### src/rtl/stream_demux_if.sv
// Bus bundle for stream_demux: one select-tagged input stream and N one-hot output channels.
// The slave modport is the demux side; the master modport is the producer/consumer side.
interface stream_demux_if #(
  parameter int N = 3,
  parameter int W = 8
);
  localparam int SELW = $clog2(N);

  logic            in_valid;
  logic            in_ready;
  logic [SELW-1:0] in_sel;
  logic [W-1:0]    in_data;
  logic [N-1:0]    out_valid;
  logic [N-1:0]    out_ready;
  logic [W-1:0]    out_data;
  logic            sel_err;

  modport slave (
    input  in_valid, in_sel, in_data, out_ready,
    output in_ready, out_valid, out_data, sel_err
  );

  modport master (
    output in_valid, in_sel, in_data, out_ready,
    input  in_ready, out_valid, out_data, sel_err
  );
endinterface

### src/rtl/stream_demux.sv
// Registered 1:N stream demultiplexer with a single-entry output register.
// Optional delivered-beat counter (beat_cnt) is built when STREAM_DEMUX_CNT_EN is defined.
module stream_demux #(
  parameter int N = 3,
  parameter int W = 8
) (
  input  logic          clk,
  input  logic          rst_n,
  stream_demux_if.slave bus
`ifdef STREAM_DEMUX_CNT_EN
  ,
  output logic [15:0]   beat_cnt
`endif
);
  localparam int SELW = $clog2(N);
  localparam logic [SELW:0]   N_LIM  = (SELW+1)'(N);
  localparam logic [N-1:0]    ONE_HOT = {{(N-1){1'b0}}, 1'b1};

  typedef enum logic {EMPTY, FULL} state_t;

  state_t          state_p1;
  logic [SELW-1:0] tgt_p1;
  logic [W-1:0]    data_p1;
  logic            sel_err_p1;

  logic in_xfer;
  logic sel_ok;
  logic drain;

  // Drain only looks at the ready of the channel currently holding the beat.
  assign drain   = (state_p1 == FULL) && bus.out_ready[tgt_p1];
  assign sel_ok  = ({1'b0, bus.in_sel} < N_LIM);
  assign in_xfer = bus.in_valid && bus.in_ready;

  assign bus.in_ready  = (state_p1 == EMPTY) || bus.out_ready[tgt_p1];
  assign bus.out_valid = (state_p1 == FULL) ? (ONE_HOT << tgt_p1) : '0;
  assign bus.out_data  = data_p1;
  assign bus.sel_err   = sel_err_p1;

  // Stage p1: output register; a bad select is swallowed as if no input came.
  always_ff @(posedge clk or negedge rst_n) begin
    if (!rst_n) begin
      state_p1   <= EMPTY;
      tgt_p1     <= '0;
      data_p1    <= '0;
      sel_err_p1 <= 1'b0;
    end else begin
      sel_err_p1 <= in_xfer && !sel_ok;
      if (in_xfer && sel_ok) begin
        state_p1 <= FULL;
        tgt_p1   <= bus.in_sel;
        data_p1  <= bus.in_data;
      end else if (drain) begin
        state_p1 <= EMPTY;
      end
    end
  end

`ifdef STREAM_DEMUX_CNT_EN
  always_ff @(posedge clk or negedge rst_n) begin
    if (!rst_n) begin
      beat_cnt <= '0;
    end else if (drain) begin
      beat_cnt <= beat_cnt + 16'd1;
    end
  end
`endif
endmodule

### src/flat_wrapper.sv
// flat-port wrapper written by rule: the top's interface ports become plain ports
module stream_demux_flat 
#(
  parameter int N = 3,
  parameter int W = 8
)
  (clk, rst_n, bus_in_valid, bus_in_sel, bus_in_data, bus_out_ready, bus_in_ready, bus_out_valid, bus_out_data, bus_sel_err);
  stream_demux_if #(.N(N), .W(W)) bus_i ();
  input  logic clk;
  input  logic rst_n;
  input wire logic [$bits(bus_i.in_valid)-1:0] bus_in_valid;
  input wire logic [$bits(bus_i.in_sel)-1:0] bus_in_sel;
  input wire logic [$bits(bus_i.in_data)-1:0] bus_in_data;
  input wire logic [$bits(bus_i.out_ready)-1:0] bus_out_ready;
  output wire logic [$bits(bus_i.in_ready)-1:0] bus_in_ready;
  output wire logic [$bits(bus_i.out_valid)-1:0] bus_out_valid;
  output wire logic [$bits(bus_i.out_data)-1:0] bus_out_data;
  output wire logic [$bits(bus_i.sel_err)-1:0] bus_sel_err;
  assign bus_i.in_valid = bus_in_valid;
  assign bus_i.in_sel = bus_in_sel;
  assign bus_i.in_data = bus_in_data;
  assign bus_i.out_ready = bus_out_ready;
  assign bus_in_ready = bus_i.in_ready;
  assign bus_out_valid = bus_i.out_valid;
  assign bus_out_data = bus_i.out_data;
  assign bus_sel_err = bus_i.sel_err;
  stream_demux #(.N(N), .W(W)) u_core (.clk(clk), .rst_n(rst_n), .bus(bus_i));
endmodule
### config.mk
export PLATFORM = sky130hd
export DESIGN_NAME = stream_demux_flat
export DESIGN_NICKNAME = d
export VERILOG_FILES = /design/src/rtl/stream_demux_if.sv /design/src/rtl/stream_demux.sv /design/src/flat_wrapper.sv
export SDC_FILE = /design/constraint.sdc
export NUM_CORES = 1
export LEC_CHECK = 0
export CORE_MARGIN = 2
export CORE_UTILIZATION = 37
export CTS_CLUSTER_SIZE = 14
export DETAILED_ROUTE_END_ITERATION = 16
export HOLD_SLACK_MARGIN = 0.15
export PLACE_DENSITY = 0.85
export SYNTH_ARGS = -nofsm -noshare
export SYNTH_HDL_FRONTEND = slang
export SYNTH_SLANG_ARGS = --single-unit
export TNS_END_PERCENT = 20
### constraint.sdc
create_clock -name clk -period 2.4 [get_ports clk]
set_clock_uncertainty 0.15 [all_clocks]
set_input_delay 0.48 -clock clk [delete_from_list [all_inputs] [get_ports clk]]
set_output_delay 0.48 -clock clk [all_outputs]
set_load 0.005 [all_outputs]
Word level (Yosys, flattened, before mapping)
Cells that the tools add are included.

$lt $le $gt $ge: 2. Shifts and indexed selects: 1. Multiplexer cells: 5. Bitwise logic cells: 1. Reductions and logical operators: 7.

Operator list (number): logical AND 1 bit (4); less-than comparator 2 x 3 -> 1 bit (second input constant) (1); 2-to-1 mux 1 bit (3); 2-to-1 mux 3 bit (1); << shifter 1 x 2 -> 3 bit (first input constant) (1); binary-select mux 1 bit (select 2 bit) (1); less-than comparator 2 bit (second input constant) (1); nonzero test 2 bit (1); logical NOT 1 bit (1); logical OR 1 bit (1); NOT 1 bit (1).

Register bits after elaboration: 12. Bits of input ports: 16. Output and inout bits: 13. Word-level logic and storage cells: 20.

Longest topological paths before layout
Depth in word-level cells: 6. Mapped depth: 4. Depth with buffers taken out: 4.

Least setup slack after synthesis
No wires, ideal clock.

Path type: register to register. From: register u_core.tgt_p1[0]. To: register u_core.data_p1[0], in the netlist u_core.bus.out_data[0]. Library setup time: 125 ps. Arrival: 1383 ps. Data required time: 2125 ps. Slack: 742 ps. Stages on the path, launching flop included: 5. Path buffers: 0. Period minus slack after synthesis: 1658 ps. Cell sequence: dfrtp_1 > and2b_2 > o221ai_4 > a21oi_4 > mux2_2.

Longest elaborated chain between the ends: 5.

RTL lines: from (decl) (line stream_demux.sv:22) `logic [SELW-1:0] tgt_p1;`; from (signal assigned) (line stream_demux.sv:51) `tgt_p1 <= bus.in_sel;`; binary-select mux 1 bit (select 2 bit) (line stream_demux.sv:35) `assign bus.in_ready = (state_p1 == EMPTY) || bus.out_ready[tgt_p1];`; 2-to-1 mux 1 bit (implied by the code) (line stream_demux.sv:35); logical OR 1 bit (line stream_demux.sv:35); logical AND 1 bit (line stream_demux.sv:33) `assign in_xfer = bus.in_valid && bus.in_ready;`; logical AND 1 bit (line stream_demux.sv:49) `if (in_xfer && sel_ok) begin`; to (signal assigned) (line stream_demux.sv:52) `data_p1 <= bus.in_data;`; to (decl) (line stream_demux.sv:23) `logic [W-1:0] data_p1;`.

No other way between the ends. The select of a mux whose other input is x is not followed. A chain may end at the register's enable or synchronous reset.

Worst setup path in the final report
From: input bus_out_ready[0]. To: output bus_in_ready.

Longest elaborated chain between the ends: 3.

RTL lines: from (decl) (line flat_wrapper.sv:14) `input wire logic [$bits(bus_i.out_ready)-1:0] bus_out_ready;`; binary-select mux 1 bit (select 2 bit) (line stream_demux.sv:35); 2-to-1 mux 1 bit (implied by the code) (line stream_demux.sv:35); logical OR 1 bit (line stream_demux.sv:35); to (decl) (line flat_wrapper.sv:15) `output wire logic [$bits(bus_i.in_ready)-1:0] bus_in_ready;`.

No other way between the ends. The select of a mux whose other input is x is not followed.

==> run summary <==
================================================================================
Classification of the worst-slack hold path                         flop to flop
Clk pin slew, worst setup/hold paths                                       60 ps
Final period utilization                                                   92.6%
Quantity of hold-fixing buffers added after cts                                0
Maximum clock rate                                                       450 MHz
Remaining routing DRC violations                                               0
Final-report max-slew violation count                                          0
Fraction of power consumed by sequential logic                             36.6%
Post-synthesis cell count                                                     43
Number of buffers created by CTS                                               3
Routability congestion estimate from global placement                      0.842
Worst R2R Path Depth                                                           5
Area Overhead vs Synth                                                     63.5%
Worst setup startpoint                                              bus_out_ready[0]
Worst voltage drop across the vdd grid                                  0.595 mV
Floorplan die height                                                42.6 microns
Routed Antenna Nets                                                            0
Clock tree from TritonCTS                                                   done
Fin Hold WS                                                               358 ps
Net switching share of the total power                                     29.9%
Sinks on the clock net                                                        12
Mean routed wirelength per cell                                     12.8 microns
Largest fanout of any net on the critical path                                 2
Remaining Overflow, GRT                                                        0
Proportion of layout cells with a drive suffix above 1                     25.6%
Combinational Power Share                                                  52.3%
Worst Hold Depth                                                               1
Finish-stage setup viols                                                       0
Count of H-tree levels built during CTS                                        1
Clk buf depth                                                                  2
Class of the most critical setup path                               input pin to output port
R2R Setup Slk                                                             530 ps
Category of the worst setup path capture point                       output port
Time the worst path needs with I/O delays and setup                      2220 ps
N_diodes                                                                       0
Unrepaired setup endpoints after global routing                            false
Master cell of the clock root buffer                                sky130_fd_sc_hd__clkbuf_4
Share of total power in the clock network                                  11.1%
Number of placement rows                                                      13
Largest area contributor in the synthesized netlist                 sky130_fd_sc_hd__dfrtp_1
Reg2Reg Capture Point                                               u_core.bus.out_data[3]$_DFFE_PN0P_
Share of the synthesized area in the top cell type                         54.4%
Number of antenna violations at the first check in global routing              0
Final standard cell count with taps included and fillers excluded             93
Dominant cells by area after synthesis                              sky130_fd_sc_hd__dfrtp_1 54%, sky130_fd_sc_hd__mux2_2 16%, sky130_fd_sc_hd__o221ai_4 4.8%, sky130_fd_sc_hd__nand2_1 4.1%, sky130_fd_sc_hd__nor2_1 3.4%
Startpoint types                                                       input pin
Wire length of the first global-routing pass                             2.15 mm
Die span in x                                                       42.6 microns
Vias in the first global route                                               524
Startpoint of the most critical hold path                           u_core.bus.out_data[6]$_DFFE_PN0P_
Maximum number of pins on one net before global-route repair                  13
Power dissipated by switching net loads                                   303 uW
Clock network latency to the later pin of the worst-skew pair             260 ps
Via-to-Cell Ratio                                                           5.10
Data required time at the worst endpoint                                 1770 ps
Arrival @ worst endpoint                                                 1590 ps
Mean area per synthesized cell                                        12.8 sq um
Endpoint of the worst setup timing path                             bus_in_ready
Number of buffers added on ports                                              28
Maximum cell stage delay along the critical path                          480 ps
Max-cap viol count                                                             0
Total area of multi-input combinational cells                          244 sq um
Standby leakage power                                                0.000387 uW
Register cell area after layout                                        300 sq um
Number of distinct library cells after synthesis                              15
Initial Utilization                                                        40.9%
Measured slew at the worst slew-check pin                                 502 ps
Slowest-stage cell, CP                                              sky130_fd_sc_hd__clkdlybuf4s50_1
Via total after detailed routing                                             474
Register area share after synthesis                                        54.4%
Power per cell area                                                 1120 nW/um^2
Cell internal power dissipation                                           711 uW
Startpoint of the lowest-slack register-to-register path            u_core.tgt_p1[0]$_DFFE_PN0P_
Synth Register Bits                                                           12
Run status                                                          complete, no violations
Final net count                                                               96
Detailed-routing iteration count for the pre-antenna-repair pass               2
GRT Total Usage                                                            16.0%
Initial drt markers                                                            1
Top-level port count                                                          29
Core Region                                                           1350 sq um
Hold Violations, Final                                                         0
Slew headroom                                                              66.5%
Total power                                                              1010 uW
Syn Nets                                                                      59
Die area                                                              1820 sq um
Synthesis warning total                                                        0
CP cell instances                                                   clkdlybuf4s50_1 > mux2i_1 > o211ai_1 > dlygate4sd2_1
Placed cell count                                                             87
Filler Cells Inserted                                                        102
HPWL after DPL                                                       924 microns
Overall routed net length                                                1.19 mm
Post-synthesis cell area                                               552 sq um
================================================================================
==> layer usage <==
metal  routed length (microns)  track usage, %
met1                       468            16.7
met2                       591            27.1
met3                       103            4.74
met4                        23            11.3
met5                         0               0
==> worst min path at each step <==
stage               slack (ps)                            endpoint
floorplan                   30  u_core.bus.out_data[0]$_DFFE_PN0P_
global placement           340  u_core.bus.out_data[7]$_DFFE_PN0P_
detailed placement         350  u_core.bus.out_data[6]$_DFFE_PN0P_
finish                     360  u_core.bus.out_data[6]$_DFFE_PN0P_
global route               390  u_core.bus.out_data[5]$_DFFE_PN0P_
CTS                        360  u_core.bus.out_data[6]$_DFFE_PN0P_
==> cells by family after synthesis <==
logic type | count (synthesis) | share of synthesized area, %
and+or+nand+nor | 14 | 11.3
DFF | 12 | 54.4
muxes | 10 | 20.9
AOI/OAI and AO/OA | 5 | 12.0
buffers and inverters | 2 | 1.36
==> metrics by stage <==
stage               util, %  setup slack (ps)  cell area, sq um  TNS, ps
floorplan                 -               742               552        0
CTS                    66.8               193               902        0
finish                 66.8               178               902        0
detailed placement     63.6             -65.8               858    -65.8
global route           66.8               114               902        0
global placement       63.6             -5.71               858    -5.71
==> critical path, delay by kind of cell <==
kind,cells,cell delay [ps]
mux,1,100
buf+inv,2,750
compound gates,1,260
==> cell usage in the layout, fill, tap and decap left out, drive strengths merged <==
master / instances
nand2b: 1
and3: 1
clkdlybuf4s50: 27
clkbuf: 3
dfrtp: 12
mux2: 9
inv: 2
o22a: 1
buf: 4
o221ai: 1
mux2i: 1
o211ai: 1
nand2: 6
a21oi: 1
and2b: 1
a31oi: 1
nor2: 5
dlygate4sd2: 1
==> area by class of cell <==
cell class                 count  share of cell area, %
clock buffer                   3                   2.50
tap                           15                   2.08
sequential                    12                   33.3
timing repair buffer          32                   34.3
multi-input combinational     29                   27.0
inverter                       2                  0.832
==> cells in the mapped netlist (all sizes together) <==
cell type and instances:
inv 2, mux2i 1, o22a 1, a31oi 1
o221ai 1, nor2 5, a21oi 1, nand2b 1
o211ai 1, nand2 6, mux2 9, and2b 1
dfrtp 12, and3 1
==> what timing repair did <==
item	CTS	global route
gates resized for setup	1	0
setup buffers	3	0
setup endpoints to repair	1	0
==> registers in the layout (all words and copies together) (netlist names) <==
signal and flops:
u_core.bus.out_data 8, u_core.tgt_p1 2, u_core.bus.sel_err 1, u_core.state_p1 1
==> power by group through the flow <==
stage          Sequential (uW)  Combinational, uW  Clock (uW)
4_1_cts                    371                531         118
5_1_grt                    384                577         132
3_5_place_dp               372                492           0
2_1_floorplan              368                217           0
6_report                   371                530         113
3_3_place_gp               367                485           0
No activity file was read; power rests on OpenSTA's default activity.
